`src/rtl/pipeline_stage_reg.sv`:
```
// pipeline_stage_reg: valid/ready pipeline register between two stages.
// Bubbles carry zero control bits. The data field keeps its last value.
//
// Build option (macro): PIPE_SKID_BUFFER_EN
//   defined   : depth 2 (main + skid entry); in_ready is a register and
//               has no combinational path from out_ready.
//   undefined : depth 1; in_ready = !out_valid || out_ready.
//
// Ports
//   clk, reset            : rising-edge clock, asynchronous active-high reset
//   in_valid/in_ready     : upstream handshake
//   in_ctrl/in_data       : upstream payload (control / data fields)
//   flush                 : synchronous squash of all held instructions
//   out_valid/out_ready   : downstream handshake
//   out_ctrl/out_data     : downstream payload
//   occupancy             : number of held instructions (0..2)
module pipeline_stage_reg #(
  parameter int unsigned CTRL_WIDTH = 14,
  parameter int unsigned DATA_WIDTH = 26
) (
  input  logic                  clk,
  input  logic                  reset,
  input  logic                  in_valid,
  output logic                  in_ready,
  input  logic [CTRL_WIDTH-1:0] in_ctrl,
  input  logic [DATA_WIDTH-1:0] in_data,
  input  logic                  flush,
  output logic                  out_valid,
  input  logic                  out_ready,
  output logic [CTRL_WIDTH-1:0] out_ctrl,
  output logic [DATA_WIDTH-1:0] out_data,
  output logic [1:0]            occupancy
);

  localparam int unsigned OCC_W = 2;

  // Main entry: this is what the downstream stage sees.
  logic                  main_valid_q, main_valid_d;
  logic [CTRL_WIDTH-1:0] main_ctrl_q,  main_ctrl_d;
  logic [DATA_WIDTH-1:0] main_data_q,  main_data_d;
  logic [OCC_W-1:0]      occ_q,        occ_d;

  logic push;
  logic pop;

  assign out_valid = main_valid_q;
  assign out_ctrl  = main_ctrl_q;
  assign out_data  = main_data_q;
  assign occupancy = occ_q;

`ifdef PIPE_SKID_BUFFER_EN

  // Skid entry catches the instruction accepted while the main entry stalls.
  logic                  skid_valid_q, skid_valid_d;
  logic [CTRL_WIDTH-1:0] skid_ctrl_q,  skid_ctrl_d;
  logic [DATA_WIDTH-1:0] skid_data_q,  skid_data_d;
  logic                  in_ready_q,   in_ready_d;

  assign in_ready = in_ready_q;

  // Handshake qualifiers
  always_comb begin
    push = in_valid && in_ready_q;
    pop  = main_valid_q && out_ready;
  end

  // Next-state for both entries; flush overrides every transfer.
  always_comb begin
    main_valid_d = main_valid_q;
    main_ctrl_d  = main_ctrl_q;
    main_data_d  = main_data_q;
    skid_valid_d = skid_valid_q;
    skid_ctrl_d  = skid_ctrl_q;
    skid_data_d  = skid_data_q;

    if (flush) begin
      main_valid_d = 1'b0;
      main_ctrl_d  = '0;
      skid_valid_d = 1'b0;
      skid_ctrl_d  = '0;
    end else if (skid_valid_q) begin
      // Both full: in_ready is low, so only a drain can happen.
      if (pop) begin
        main_valid_d = 1'b1;
        main_ctrl_d  = skid_ctrl_q;
        main_data_d  = skid_data_q;
        skid_valid_d = 1'b0;
        skid_ctrl_d  = '0;
      end
    end else if (main_valid_q) begin
      if (push && pop) begin
        main_ctrl_d = in_ctrl;
        main_data_d = in_data;
      end else if (push) begin
        skid_valid_d = 1'b1;
        skid_ctrl_d  = in_ctrl;
        skid_data_d  = in_data;
      end else if (pop) begin
        main_valid_d = 1'b0;
        main_ctrl_d  = '0;
      end
    end else if (push) begin
      main_valid_d = 1'b1;
      main_ctrl_d  = in_ctrl;
      main_data_d  = in_data;
    end

    // Skid is only ever filled behind a valid main entry.
    if (skid_valid_d) begin
      occ_d = OCC_W'(2);
    end else if (main_valid_d) begin
      occ_d = OCC_W'(1);
    end else begin
      occ_d = OCC_W'(0);
    end
    in_ready_d = !skid_valid_d;
  end

  // State registers
  always_ff @(posedge clk or posedge reset) begin
    if (reset) begin
      main_valid_q <= 1'b0;
      main_ctrl_q  <= '0;
      main_data_q  <= '0;
      skid_valid_q <= 1'b0;
      skid_ctrl_q  <= '0;
      skid_data_q  <= '0;
      occ_q        <= '0;
      in_ready_q   <= 1'b1;
    end else begin
      main_valid_q <= main_valid_d;
      main_ctrl_q  <= main_ctrl_d;
      main_data_q  <= main_data_d;
      skid_valid_q <= skid_valid_d;
      skid_ctrl_q  <= skid_ctrl_d;
      skid_data_q  <= skid_data_d;
      occ_q        <= occ_d;
      in_ready_q   <= in_ready_d;
    end
  end

`else

  // Single entry: room exists if empty or draining this cycle.
  assign in_ready = !main_valid_q || out_ready;

  // Handshake qualifiers
  always_comb begin
    push = in_valid && in_ready;
    pop  = main_valid_q && out_ready;
  end

  // Next-state; flush overrides every transfer.
  always_comb begin
    main_valid_d = main_valid_q;
    main_ctrl_d  = main_ctrl_q;
    main_data_d  = main_data_q;

    if (flush) begin
      main_valid_d = 1'b0;
      main_ctrl_d  = '0;
    end else if (push) begin
      main_valid_d = 1'b1;
      main_ctrl_d  = in_ctrl;
      main_data_d  = in_data;
    end else if (pop) begin
      main_valid_d = 1'b0;
      main_ctrl_d  = '0;
    end

    occ_d = main_valid_d ? OCC_W'(1) : OCC_W'(0);
  end

  // State registers
  always_ff @(posedge clk or posedge reset) begin
    if (reset) begin
      main_valid_q <= 1'b0;
      main_ctrl_q  <= '0;
      main_data_q  <= '0;
      occ_q        <= '0;
    end else begin
      main_valid_q <= main_valid_d;
      main_ctrl_q  <= main_ctrl_d;
      main_data_q  <= main_data_d;
      occ_q        <= occ_d;
    end
  end

`endif

endmodule

```
`config.mk`:
```
export PLATFORM = sky130hd
export DESIGN_NAME = pipeline_stage_reg
export DESIGN_NICKNAME = d
export VERILOG_FILES = /design/src/rtl/pipeline_stage_reg.sv
export SDC_FILE = /design/constraint.sdc
export NUM_CORES = 1
export LEC_CHECK = 0
export ABC_AREA = 1
export CAP_MARGIN = 15
export CORE_UTILIZATION = 35
export CTS_CLUSTER_DIAMETER = 60
export DETAILED_ROUTE_END_ITERATION = 8
export PLACE_DENSITY = 0.84
export SLEW_MARGIN = 20
export SYNTH_ARGS = -nofsm -noshare
export SYNTH_HDL_FRONTEND = slang
export SYNTH_SLANG_ARGS = --single-unit
```
`constraint.sdc`:
```
create_clock -name clk -period 1.13 [get_ports clk]
set_input_delay 0.1695 -clock clk [delete_from_list [all_inputs] [get_ports clk]]
set_output_delay 0.1695 -clock clk [all_outputs]
set_load 0.05 [all_outputs]
```
* Yosys cells after proc, flatten, opt, wreduce, memory -nomap -nowiden
Index checks and enable logic that the tools add are counted.
** Word-level totals
- Register bits :: 42
- Input port bits :: 45
- Output and inout port bits :: 44
- Word-level logic and storage cells :: 18
** Cells by class
- Muxes and demuxes :: 7
- Bitwise logic cells :: 1
- Reductions and logical operators :: 6
** Operator list (count)
- $mux 14 :: 3
- $mux 1 :: 4
- $reduce_bool 3->1 :: 1
- $logic_and 1x1->1 :: 2
- $reduce_and 2->1 :: 1
- $logic_not 1->1 :: 1
- $logic_or 1x1->1 :: 1
- $not 1->1 :: 1

* Longest topological paths before layout
Gate-level depths: netlist of run 1.
- Depth in word-level cells :: 6
- Depth in mapped cells :: 6
- Depth with buffers taken out :: 5

* Worst setup path after synthesis of run 1
No wires, ideal clock.
- Path kind :: register to register
- Start point :: register main_valid_q (netlist: out_valid)
- End point :: register main_data_q[10] (netlist: out_data[10])
- Setup time :: 119 ps
- Arrival time :: 1283 ps
- Data required time :: 1011 ps
- Slack :: -272 ps
- Stages on the path, launching flop included :: 5
- Buffers on the path :: 1
- Clock period less this slack :: 1402 ps
- Cell sequence :: dfrtp_1 -> nand2_2 -> buf_2 -> nand3_1 -> nand2_1
** Between the ends
- Cells in the longest elaborated chain, start to end :: 4
** Ends and longest elaborated chain
- from (decl) :: RTL line 38 : logic main_valid_q, main_valid_d;
- from (signal assigned) :: RTL line 182 : main_valid_q <= main_valid_d;
- $logic_not 1->1 :: RTL line 145 : assign in_ready = !main_valid_q || out_ready;
- $logic_or 1x1->1 :: RTL line 145
- via in_ready :: RTL line 24 : output logic in_ready,
- $logic_and 1x1->1 :: RTL line 149 : push = in_valid && in_ready;
- $reduce_and 2->1 (no source line)
- to (signal assigned) :: RTL line 184 : main_data_q <= main_data_d;
- to (decl) :: RTL line 40 : logic [DATA_WIDTH-1:0] main_data_q, main_data_d;
The timed path passes the listed nets, and every way through them passes these cells.
A chain may end at the register's enable or synchronous reset.

* Worst setup path in the final report of run 1
- Start point :: register main_valid_q (netlist: out_valid)
- End point :: output out_valid
** RTL lines
- to (decl) :: RTL line 28 : output logic out_valid,
No word-level cell between the ends.

==> results.json, run 1 <==
{
  "ys_seq_area_share_pct": 60.5,
  "drtIter0Drc": 78,
  "antenna_cells": 0,
  "gp_congestion": 0.713,
  "syn-instance-count": 187,
  "reg2regPathDepth": 6,
  "place_hpwl_um": 3600,
  "fin_ws_ps": -67.9,
  "cp.required_ps": 960,
  "cts-hold-fix-buffers": 0,
  "regArea_mm2": 0.00103,
  "post_drt_wl_per_cell_um": 13.8,
  "crit_type": "flip-flop to output pin",
  "grt_pass1_vias": 1622,
  "period_needed_ps": 1200,
  "crit_chain": "buf_4 > buf_12",
  "antenna_left": 0,
  "multi_input_area_um2": 571,
  "grt_max_degree": 27,
  "io_pins": 89,
  "clk_pin_slew_ps": 70,
  "cap_violations": 0,
  "path_max_fanout": 3,
  "grt_pass1_wl_um": 7700,
  "fp.dieH_um": 71.6,
  "setup_violations": 21,
  "violations": "negative setup slack",
  "rsz0062_at_grt": "yes",
  "min_path_type": "input port to async pin",
  "status": "finished, violations left",
  "final_cell_mix": "nand2_1, nand3_1, buf_12",
  "die_w_um": 71.6,
  "p_per_area_mw_per_mm2": 1410,
  "vias": 1629,
  "worst-r2r-setup-slack_ps": -20,
  "leakagePower_nw": 1.58,
  "final_util_pct": 71.6,
  "core_area_mm2": 0.00450,
  "clock_latency_ps": 280,
  "power.total_mw": 4.54,
  "synth_area_per_cell_um2": 9.07,
  "num-fill-cells": 326,
  "syn-num-nets": 232,
  "grt.total_usage_pct": 19.5,
  "synthToLayoutAreaGrowth_pct": 90.3,
  "final_common_cell": "nand2_1",
  "cts.sinks": 41,
  "max-vdd-ir-drop_mv": 0.828,
  "fin_skew_ps": 3.65,
  "clock_tree.buffer_depth": 2,
  "viasPerCell": 4.88,
  "cts_buffers": 5,
  "final_nets": 327,
  "drtPass1Iterations": 4,
  "slew_viol_final": 0,
  "cts_tree": "done",
  "cpPeakStageDelay_ps": 440,
  "post-place-ws_ps": -224,
  "layout-drive-gt1-share_pct": 24.8,
  "ys_seq_elements": 41,
  "drc": 0,
  "synth_cell_types": 11,
  "h-tree-depth": 2,
  "crit_path_start_kind": "flip-flop",
  "critical-path-top-delay-family": "flip-flops",
  "grt.overflow.total": 0,
  "port_buffers": 87,
  "yosysWarningCount": 0,
  "rows": 24,
  "crit_cells": 2,
  "timing.final.crit_share_pct": 106,
  "cp_num_buf_inv": 2,
  "worstSetupEndpointType": "output pin",
  "initial_core_util_pct": 37.6,
  "wirelength_um": 4600,
  "antenna_found_initial": 0,
  "arrival_ps": 1030,
  "timing.fmax_mhz": 835,
  "dieArea_mm2": 0.00513,
  "slowest_stage": "dfrtp_2",
  "clockRootBuffer": "clkbuf_8",
  "synthesis.area_mm2": 0.00170,
  "hold_viol": 0
}
final cells by class:
type | count | area share, %
inverters | 5 | 0.698
repair buffers | 102 | 45.3
clock buffers | 6 | 2.25
clock inverters | 1 | 0.155
multi-input cells | 127 | 17.7
well taps | 52 | 2.02
flip-flops and latches | 41 | 31.8
metrics by stage:
stage,setup TNS [ps],instance area (um^2),hold slack (ps),cells
after floorplan,-9.79,1720,155,187
after global placement,-6570,3120,402,325
after detailed placement,-7620,3120,407,325
after CTS,-311,3210,105,334
after global routing,-2220,3230,91.6,334
final,-337,3230,109,334
repair_timing:
action | in CTS | in global routing
endpoints found under the setup margin | 3 | 42
setup buffers | 2 | 0
pin swaps | 1 | 1
resized for setup | 0 | 4
endpoints found under the hold margin | 0 | 0
cloned | 0 | 0
power by group:
group          internal (mW)  total, mW  switching (mW)
logic                  0.904       1.84           0.931
clock network          0.420      0.880           0.460
registers               1.63       1.82           0.187
worst paths after layout:
check,to,start
min in group clk,out_data[2],in_data[2]
worst max-delay path,out_valid,out_valid
worst max register to register,out_data[23],out_valid
worst min-delay path,out_valid,reset
worst min register to register,out_data[11],out_data[11]
max in group asynchronous,out_ctrl[8],reset
cell families (layout without fill, tap and decap cells):
logic type,count (synthesis),after routing,share of synthesized area (%)
and+or+nand+nor,125,125,32.5
DFF,41,41,60.5
buffers and inverters,19,114,6.42
other,1,1,0.221
AOI/OAI and AO/OA,1,1,0.295
cell usage after synthesis:
cell type,instances,area [um^2]
inv_1,5,18.8
dfrtp_1,41,1030
buf_4,3,22.5
buf_2,9,45.0
nand2_1,67,251
nor2_4,1,11.3
nand2_2,3,18.8
buf_6,2,22.5
a21oi_1,1,5.00
nand3_1,54,270
conb_1,1,3.75
state kept, by name, summed over array words and instances (netlist names):
name	count
out_valid	1
out_data	26
out_ctrl	14
layer usage:
metal / wire length (um) / track usage, %
met1: 1790 / 22.4
met2: 2430 / 35.0
met3: 317 / 6.47
met4: 63 / 5.01
met5: 0 / 0
Power figures use the tool's default switching activity.
==> inputs of run 2 (changes only) <==
CAP_MARGIN = 20   (was 15)
==> results of run 2 <==
Same layout as run 1: the final DEF is identical, and so are final timing and power.
